==> src/rtl/cus19_pkg.sv <==
// Shared constants and FSM state type for the CUS19 fetch stage.
package cus19_pkg;

  localparam logic [18:0] CUS19_NOP      = 19'h0;
  localparam int unsigned CUS19_RESET_PC = 0;

  typedef enum logic [1:0] {
    S_BOOT  = 2'd0,
    S_RUN   = 2'd1,
    S_STALL = 2'd2,
    S_REDIR = 2'd3
  } fetch_state_e;

endpackage

==> src/rtl/cus19_fetch_skid.sv <==
// One-entry {instr,pc} holding buffer for a fetch response that arrives while decode is stalled.
module cus19_fetch_skid
  import cus19_pkg::*;
#(
  parameter int unsigned ADDR_WIDTH  = 8,
  parameter int unsigned INSTR_WIDTH = 19
) (
  input  logic                   clk,
  input  logic                   rst,
  input  logic                   push_in,
  input  logic                   pop_in,
  input  logic                   flush_in,
  input  logic [INSTR_WIDTH-1:0] instr_in,
  input  logic [ADDR_WIDTH-1:0]  pc_in,
  output logic                   full_out,
  output logic [INSTR_WIDTH-1:0] instr_out,
  output logic [ADDR_WIDTH-1:0]  pc_out
);

  logic                   full_q, full_d;
  logic [INSTR_WIDTH-1:0] instr_q, instr_d;
  logic [ADDR_WIDTH-1:0]  pc_q, pc_d;

  // Push wins over pop so a simultaneous drain-and-refill keeps the newer entry.
  always_comb begin
    full_d  = full_q;
    instr_d = instr_q;
    pc_d    = pc_q;
    if (flush_in) begin
      full_d  = 1'b0;
      instr_d = INSTR_WIDTH'(CUS19_NOP);
    end else if (push_in) begin
      full_d  = 1'b1;
      instr_d = instr_in;
      pc_d    = pc_in;
    end else if (pop_in) begin
      full_d  = 1'b0;
    end
  end

  always_ff @(posedge clk or posedge rst) begin
    if (rst) begin
      full_q  <= 1'b0;
      instr_q <= INSTR_WIDTH'(CUS19_NOP);
      pc_q    <= '0;
    end else begin
      full_q  <= full_d;
      instr_q <= instr_d;
      pc_q    <= pc_d;
    end
  end

  assign full_out  = full_q;
  assign instr_out = instr_q;
  assign pc_out    = pc_q;

endmodule

==> src/rtl/cus19_fetch_unit.sv <==
// CUS19 IF stage: owns the PC, issues synchronous imem reads and loads the IF/ID register,
// with stall skid buffering and taken-branch redirect/flush.
module cus19_fetch_unit
  import cus19_pkg::*;
#(
  parameter int unsigned          ADDR_WIDTH  = 8,
  parameter int unsigned          INSTR_WIDTH = 19,
  parameter logic [ADDR_WIDTH-1:0] RESET_PC   = ADDR_WIDTH'(CUS19_RESET_PC)
) (
  input  logic                   clk,
  input  logic                   rst,
  input  logic                   stall_in,
  input  logic                   branch_in,
  input  logic [ADDR_WIDTH-1:0]  branch_target_in,
  output logic                   imem_en_out,
  output logic [ADDR_WIDTH-1:0]  imem_addr_out,
  input  logic [INSTR_WIDTH-1:0] imem_rdata_in,
  output logic [INSTR_WIDTH-1:0] instr_out,
  output logic [ADDR_WIDTH-1:0]  pc_out,
  output logic                   valid_out
);

  fetch_state_e           state_q, state_d;
  logic [ADDR_WIDTH-1:0]  pc_q, pc_d;
  logic                   tag_vld_q, tag_vld_d;
  logic [ADDR_WIDTH-1:0]  tag_pc_q, tag_pc_d;
  logic [INSTR_WIDTH-1:0] ifid_instr_q, ifid_instr_d;
  logic [ADDR_WIDTH-1:0]  ifid_pc_q, ifid_pc_d;
  logic                   ifid_valid_q, ifid_valid_d;

  logic                   issue;
  logic                   skid_push, skid_pop, skid_flush, skid_full;
  logic [INSTR_WIDTH-1:0] skid_instr;
  logic [ADDR_WIDTH-1:0]  skid_pc;

  cus19_fetch_skid #(
    .ADDR_WIDTH  (ADDR_WIDTH),
    .INSTR_WIDTH (INSTR_WIDTH)
  ) u_skid (
    .clk       (clk),
    .rst       (rst),
    .push_in   (skid_push),
    .pop_in    (skid_pop),
    .flush_in  (skid_flush),
    .instr_in  (imem_rdata_in),
    .pc_in     (tag_pc_q),
    .full_out  (skid_full),
    .instr_out (skid_instr),
    .pc_out    (skid_pc)
  );

  always_comb begin
    state_d      = state_q;
    pc_d         = pc_q;
    tag_vld_d    = 1'b0;
    tag_pc_d     = tag_pc_q;
    ifid_instr_d = ifid_instr_q;
    ifid_pc_d    = ifid_pc_q;
    ifid_valid_d = ifid_valid_q;
    issue        = 1'b0;
    skid_push    = 1'b0;
    skid_pop     = 1'b0;
    skid_flush   = 1'b0;

    unique case (state_q)
      S_BOOT:  state_d = S_RUN;
      S_RUN:   if (branch_in) state_d = S_REDIR;
               else if (stall_in) state_d = S_STALL;
      S_STALL: if (branch_in) state_d = S_REDIR;
               else if (!stall_in) state_d = S_RUN;
      S_REDIR: if (branch_in) state_d = S_REDIR;
               else if (stall_in) state_d = S_STALL;
               else state_d = S_RUN;
      default: state_d = S_BOOT;
    endcase

    // Taken branch drops the in-flight response (tag not renewed) and the skid.
    if (branch_in) begin
      pc_d         = branch_target_in;
      ifid_valid_d = 1'b0;
      ifid_instr_d = INSTR_WIDTH'(CUS19_NOP);
      skid_flush   = 1'b1;
    end else begin
      // Issue is also allowed from S_STALL on the release cycle when the skid is empty.
      issue = (state_q != S_BOOT) && !stall_in && !skid_full;
      if (issue) begin
        tag_vld_d = 1'b1;
        tag_pc_d  = pc_q;
        pc_d      = pc_q + ADDR_WIDTH'(1);
      end
      skid_push = tag_vld_q && (stall_in || skid_full);
      if (!stall_in) begin
        if (skid_full) begin
          skid_pop     = 1'b1;
          ifid_instr_d = skid_instr;
          ifid_pc_d    = skid_pc;
          ifid_valid_d = 1'b1;
        end else if (tag_vld_q) begin
          ifid_instr_d = imem_rdata_in;
          ifid_pc_d    = tag_pc_q;
          ifid_valid_d = 1'b1;
        end else begin
          ifid_instr_d = INSTR_WIDTH'(CUS19_NOP);
          ifid_valid_d = 1'b0;
        end
      end
    end
  end

  always_ff @(posedge clk or posedge rst) begin
    if (rst) begin
      state_q      <= S_BOOT;
      pc_q         <= RESET_PC;
      tag_vld_q    <= 1'b0;
      tag_pc_q     <= '0;
      ifid_instr_q <= INSTR_WIDTH'(CUS19_NOP);
      ifid_pc_q    <= '0;
      ifid_valid_q <= 1'b0;
    end else begin
      state_q      <= state_d;
      pc_q         <= pc_d;
      tag_vld_q    <= tag_vld_d;
      tag_pc_q     <= tag_pc_d;
      ifid_instr_q <= ifid_instr_d;
      ifid_pc_q    <= ifid_pc_d;
      ifid_valid_q <= ifid_valid_d;
    end
  end

  assign imem_en_out   = issue;
  assign imem_addr_out = pc_q;
  assign instr_out     = ifid_instr_q;
  assign pc_out        = ifid_pc_q;
  assign valid_out     = ifid_valid_q;

endmodule

==> config.mk <==
export PLATFORM = sky130hd
export DESIGN_NAME = cus19_fetch_unit
export DESIGN_NICKNAME = d
export VERILOG_FILES = /design/src/rtl/cus19_pkg.sv /design/src/rtl/cus19_fetch_skid.sv /design/src/rtl/cus19_fetch_unit.sv
export SDC_FILE = /design/constraint.sdc
export NUM_CORES = 1
export LEC_CHECK = 0
export CAP_MARGIN = 0
export CORE_ASPECT_RATIO = 1.2
export CORE_MARGIN = 4
export CORE_UTILIZATION = 54
export CTS_BUF_LIST = sky130_fd_sc_hd__clkbuf_4 sky130_fd_sc_hd__clkbuf_8 sky130_fd_sc_hd__clkbuf_16
export DETAILED_ROUTE_END_ITERATION = 7
export GPL_TIMING_DRIVEN = 0
export PLACE_DENSITY = 0.86
export SKIP_CTS_REPAIR_TIMING = 1
export SLEW_MARGIN = 15
export SYNTH_ARGS = -nofsm -noshare
export SYNTH_HDL_FRONTEND = slang
export SYNTH_HIERARCHICAL = 1
export SYNTH_SLANG_ARGS = --single-unit
export TNS_END_PERCENT = 20
==> constraint.sdc <==
create_clock -name clk -period 5.7 [get_ports clk]
set_clock_uncertainty 0.2 [all_clocks]
set_input_delay 1.14 -clock clk [delete_from_list [all_inputs] [get_ports clk]]
set_output_delay 1.14 -clock clk [all_outputs]
set_load 0.05 [all_outputs]
; Yosys cells after proc, flatten, opt, wreduce, memory -nomap -nowiden
; Index checks and enable logic that the tools add are counted.
[op_classes]
muxes = 32
bitwise_logic = 3
n_eq_ne = 6
n_reduce_logical = 16
n_addsub = 1
[ops]
columns = operator, n
row1 = 2-to-1 mux 19 bit, 6
row2 = 2-to-1 mux 8 bit, 4
row3 = 2-to-1 mux 1 bit, 15
row4 = 2-to-1 mux 2 bit, 6
row5 = adder 8 x 1 -> 8 bit (second input constant), 1
row6 = one-hot mux 2 bit (4 select lines), 1
row7 = nonzero test 2 bit, 4
row8 = != test 3 bit (second input constant), 2
row9 = AND reduction 2 bit, 3
row10 = == test 2 bit (second input constant), 2
row11 = logical AND 1 bit, 3
row12 = NOT 1 bit, 3
row13 = AND reduction 3 bit, 1
row14 = nonzero test 3 bit, 1
row15 = == test 2 x 1 -> 1 bit (second input constant), 1
row16 = logical NOT 1 bit, 2
row17 = logical NOT 2 bit, 1
row18 = != test 2 x 1 -> 1 bit (second input constant), 1
row19 = logical OR 1 bit, 1
[word_totals]
output_inout_bits = 37
wordCells = 68
register_bits = 75
in_bits = 31

; Depth between registers and ports, before layout
[logic_depth]
ltp_word = 6
depth_mapped = 6
depth_no_buf = 5

; Hierarchy
; The synthesis kept the hierarchy.
[by_module_without_submodules]
columns = module, cells_each, seq_area_each_um2, instances, area_per_inst_um2
row1 = cus19_fetch_unit, 194, 1176.1, 1, 2054.5
row2 = cus19_fetch_skid, 84, 700.7, 1, 1148.6

; Worst setup path after synthesis
; Ideal clock, no wire load.
[synth_timing]
kind = input to output
from = input branch_in
to = output imem_en_out
path_buffers = 0
t_arrival_ps = 1719
required_ps = 4360
cell_stages = 3
slack_ps = 2641
path_cell_list = nor3_2 > nand2_2 > inv_2
[synth_between]
elab_chain_cells = 1
[synth_lines]
columns = item, line
row1 = start: declaration, cus19_fetch_unit.sv:13  ; input logic branch_in,
row2 = 2-to-1 mux 1 bit, cus19_fetch_unit.sv:78  ; if (branch_in) begin
row3 = end: declaration, cus19_fetch_unit.sv:15  ; output logic imem_en_out,
; No other way between the ends.

; Final worst setup path
; Ends and elaborated chain as after synthesis.

==> flow_summary.yaml <==
floorplanning:
  start_util_pct: 56.14
  io_pins: 68
  std_cell_rows: 30
  coreArea_um2: 5705
  die_y_um: 92.37
  dieArea_um2: 7233
  die_w_um: 78.31
logic_synthesis:
  synth_fp_nets: 310
  synth_seq_cells: 75
  synth_top_area_share_pct: 58.59
  synth_area_leader_cell: "dfrtp_1"
  yosysWarnings: 6
  synthArstFlopShare_pct: 100.0
  yosys-top-cells-area: "dfrtp_1, mux2i_1, a222oi_1, nand2_1, mux2_4"
  seq_area_frac_synth_pct: 58.59
  synth_edf_count: 0
  ys_types: 35
  synth_top_flop_cell: "dfrtp_1"
  syn-cell-area_um2: 3203
  avgSynthCellArea_um2: 11.52
  synth_cells: 278
global_routing:
  globalRouteMet1Util_pct: 28.11
  first_global_vias: 2646
  antenna_found_initial: 0
  grt_pass1_wl_um: 12830
  track_usage_pct: 23.01
  grt_use_met3_pct: 4.086
  grt_max_degree: 32
  top_usage_layer: "met2"
  use_met2_pct: 39.57
  grt_overflow_total: 0
routing:
  drc: 0
  ant_nets: 0
  drt-initial-drc-count: 214
  num_vias: 2484
  wirelength_um: 7668
  via_per_inst: 5.620
  wl_per_cell_um: 17.35
  dr.pass1.iters: 5
sta:
  min_period_ns: 4.563
  tightest_slew_ns: 1.016
  fmax_ghz: 0.2192
  setup_viol: 0
  finalHoldViolations: 0
  hold_ws_ns: 0.2835
  rsz0062_at_grt: "no"
  fin_crit_sh_pct: 80.05
  relSlewSlack_pct: 31.84
  tns_ns: 0
  setup_slack_ns: 1.137
  slew_viol_final: 0
critical_path:
  cp.depth: 5
  slowest_delay_ns: 0.83
  r2r-start: "u_skid/full_out"
  critPathMaxFanout: 10
  cp_cell_sequence: "clkdlybuf4s50_1, nor3_2, nand2_2, inv_2, clkdlybuf4s50_1"
  critPathArrivalTime_ns: 3.22
  path_class: "input port to output port"
  crit_family: "buffers and inverters"
  cpMaxStageDelayCell: "clkdlybuf4s50_1"
  path_buf_inv: 3
  crit_path_start: "branch_in"
  start_kind: "input port"
  end_kind: "output port"
  reg2reg_depth: 6
  crit_top_cell: "clkdlybuf4s50_1"
  worst_ep_required_time_ns: 4.36
layout:
  regArea_um2: 1877
  fin_nets: 389
  most-common-layout-cells: "dfrtp_1, clkdlybuf4s50_1, nand2_1"
  fill_cells: 415
  syn2layout_area_growth_pct: 31.29
  utilization_pct: 73.71
  multiInputGateArea_um2: 1132
  final_common_cell: "dfrtp_1"
  final_layout_size_suffix_gt1_share_pct: 11.33
  diodes: 0
clock_network:
  cts.sinks: 75
  cts_tree: "built"
  root_buffer: "clkbuf_8"
  cts.clk_slew.worst_paths_ns: 0.08
  cts_max_level: 3
  clockBufferDepth: 2
  cts_buffers: 9
  clkLatencyLatePin_ns: 0.35
placed_design:
  port_buffers: 67
  post-place-ws_ns: 1.114
  dp_hpwl_um: 5271
  gp_congestion: 0.8524
flow_run:
  drv_cap: 0
power_and_ir_drop:
  power.share.clock_pct: 31.1
  ir_drop_mv: 0.1869
  p_leak_nw: 1.966
  switching_share_pct: 30.93
  pwr-share-seq_pct: 46.6
  internal_power_uw: 939.2
  power_density_nw_per_um2: 323.3
  power.switching_uw: 420.5
  power_frac_comb_pct: 22.3
worst_hold_path:
  min_path_type: "flip-flop to flip-flop"
  hold_depth: 1
  min_from: "valid_out"
status:
  status: "complete, no violations"
[power groups by stage]
stage	Sequential, mW	Combinational [mW]	Clock (mW)
finish	0.634	0.304	0.423
global route	0.641	0.324	0.457
CTS	0.633	0.306	0.434
detailed placement	0.641	0.304	0
global placement	0.639	0.296	0
floorplan	0.726	0.102	0
[synthesized netlist by cell type, types with 2 or more instances]
master and n:
a21oi_1 9, a222oi_1 19, buf_2 2, buf_4 2, buf_6 4, clkbuf_1 8
dfrtp_1 75, inv_1 23, inv_2 2, mux2_4 8, mux2i_1 28, nand2_1 33
nand3_1 5, nor2_1 29, nor2b_1 2, o211ai_1 4, o21ai_0 4, o311ai_0 4
[sequential cells by signal (all words and copies together), names as in the netlist]
| signal | cells |
|---|---|
| instr_out | 19 |
| tag_pc_q | 8 |
| pc_out | 8 |
| state_q | 2 |
| tag_vld_q | 1 |
| u_skid/pc_out | 8 |
| imem_addr_out | 8 |
| valid_out | 1 |
| u_skid/instr_out | 19 |
| u_skid/full_out | 1 |
[metal layers]
| layer | vias up | share of wire (%) |
|---|---|---|
| met5 | - | 0 |
| met4 | 0 | 1.9 |
| met3 | 15 | 4.4 |
| met2 | 92 | 52 |
| met1 | 1247 | 41 |
| li1 | 1130 | - |
[path summary, 6_finish.rpt]
kind | end | slack, ns
worst max-delay path | imem_en_out | 1.14
worst min-delay path | valid_out | 0.28
worst max register to register | u_skid/pc_out[6] | 3.62
worst min register to register | valid_out | 0.28
max in group asynchronous | u_skid/instr_out[3] | 3.76
min in group asynchronous | instr_out[12] | 0.93
[stage by stage]
step                instance area (um2)  std cells  total power, mW
floorplan                          3203        278           0.8279
global placement                   3974        425           0.9344
detailed placement                 3994        426           0.9452
CTS                                4205        442            1.374
global route                       4205        442            1.422
finish                             4205        442            1.360
[cell families after synthesis]
group	after synthesis	synth area share [%]
xor gates and xnor gates	1	0.2735
and+or+nand+nor	80	11.17
adders and majority gates	1	0.3906
DFF	75	58.59
buffers and inverters	41	6.055
muxes	36	12.50
AOI/OAI and AO/OA	44	11.02
[layout make-up]
type                    instances  area share, %
clock inverters                 5          1.428
plain buffers                  16          2.380
flip-flops and latches         75          44.63
clock buffers                  11          3.600
repair buffers                 68          16.42
well taps                      80          2.380
inverters                      25          2.231
multi-input cells             162          26.93
(Power assumes the default switching activity.)
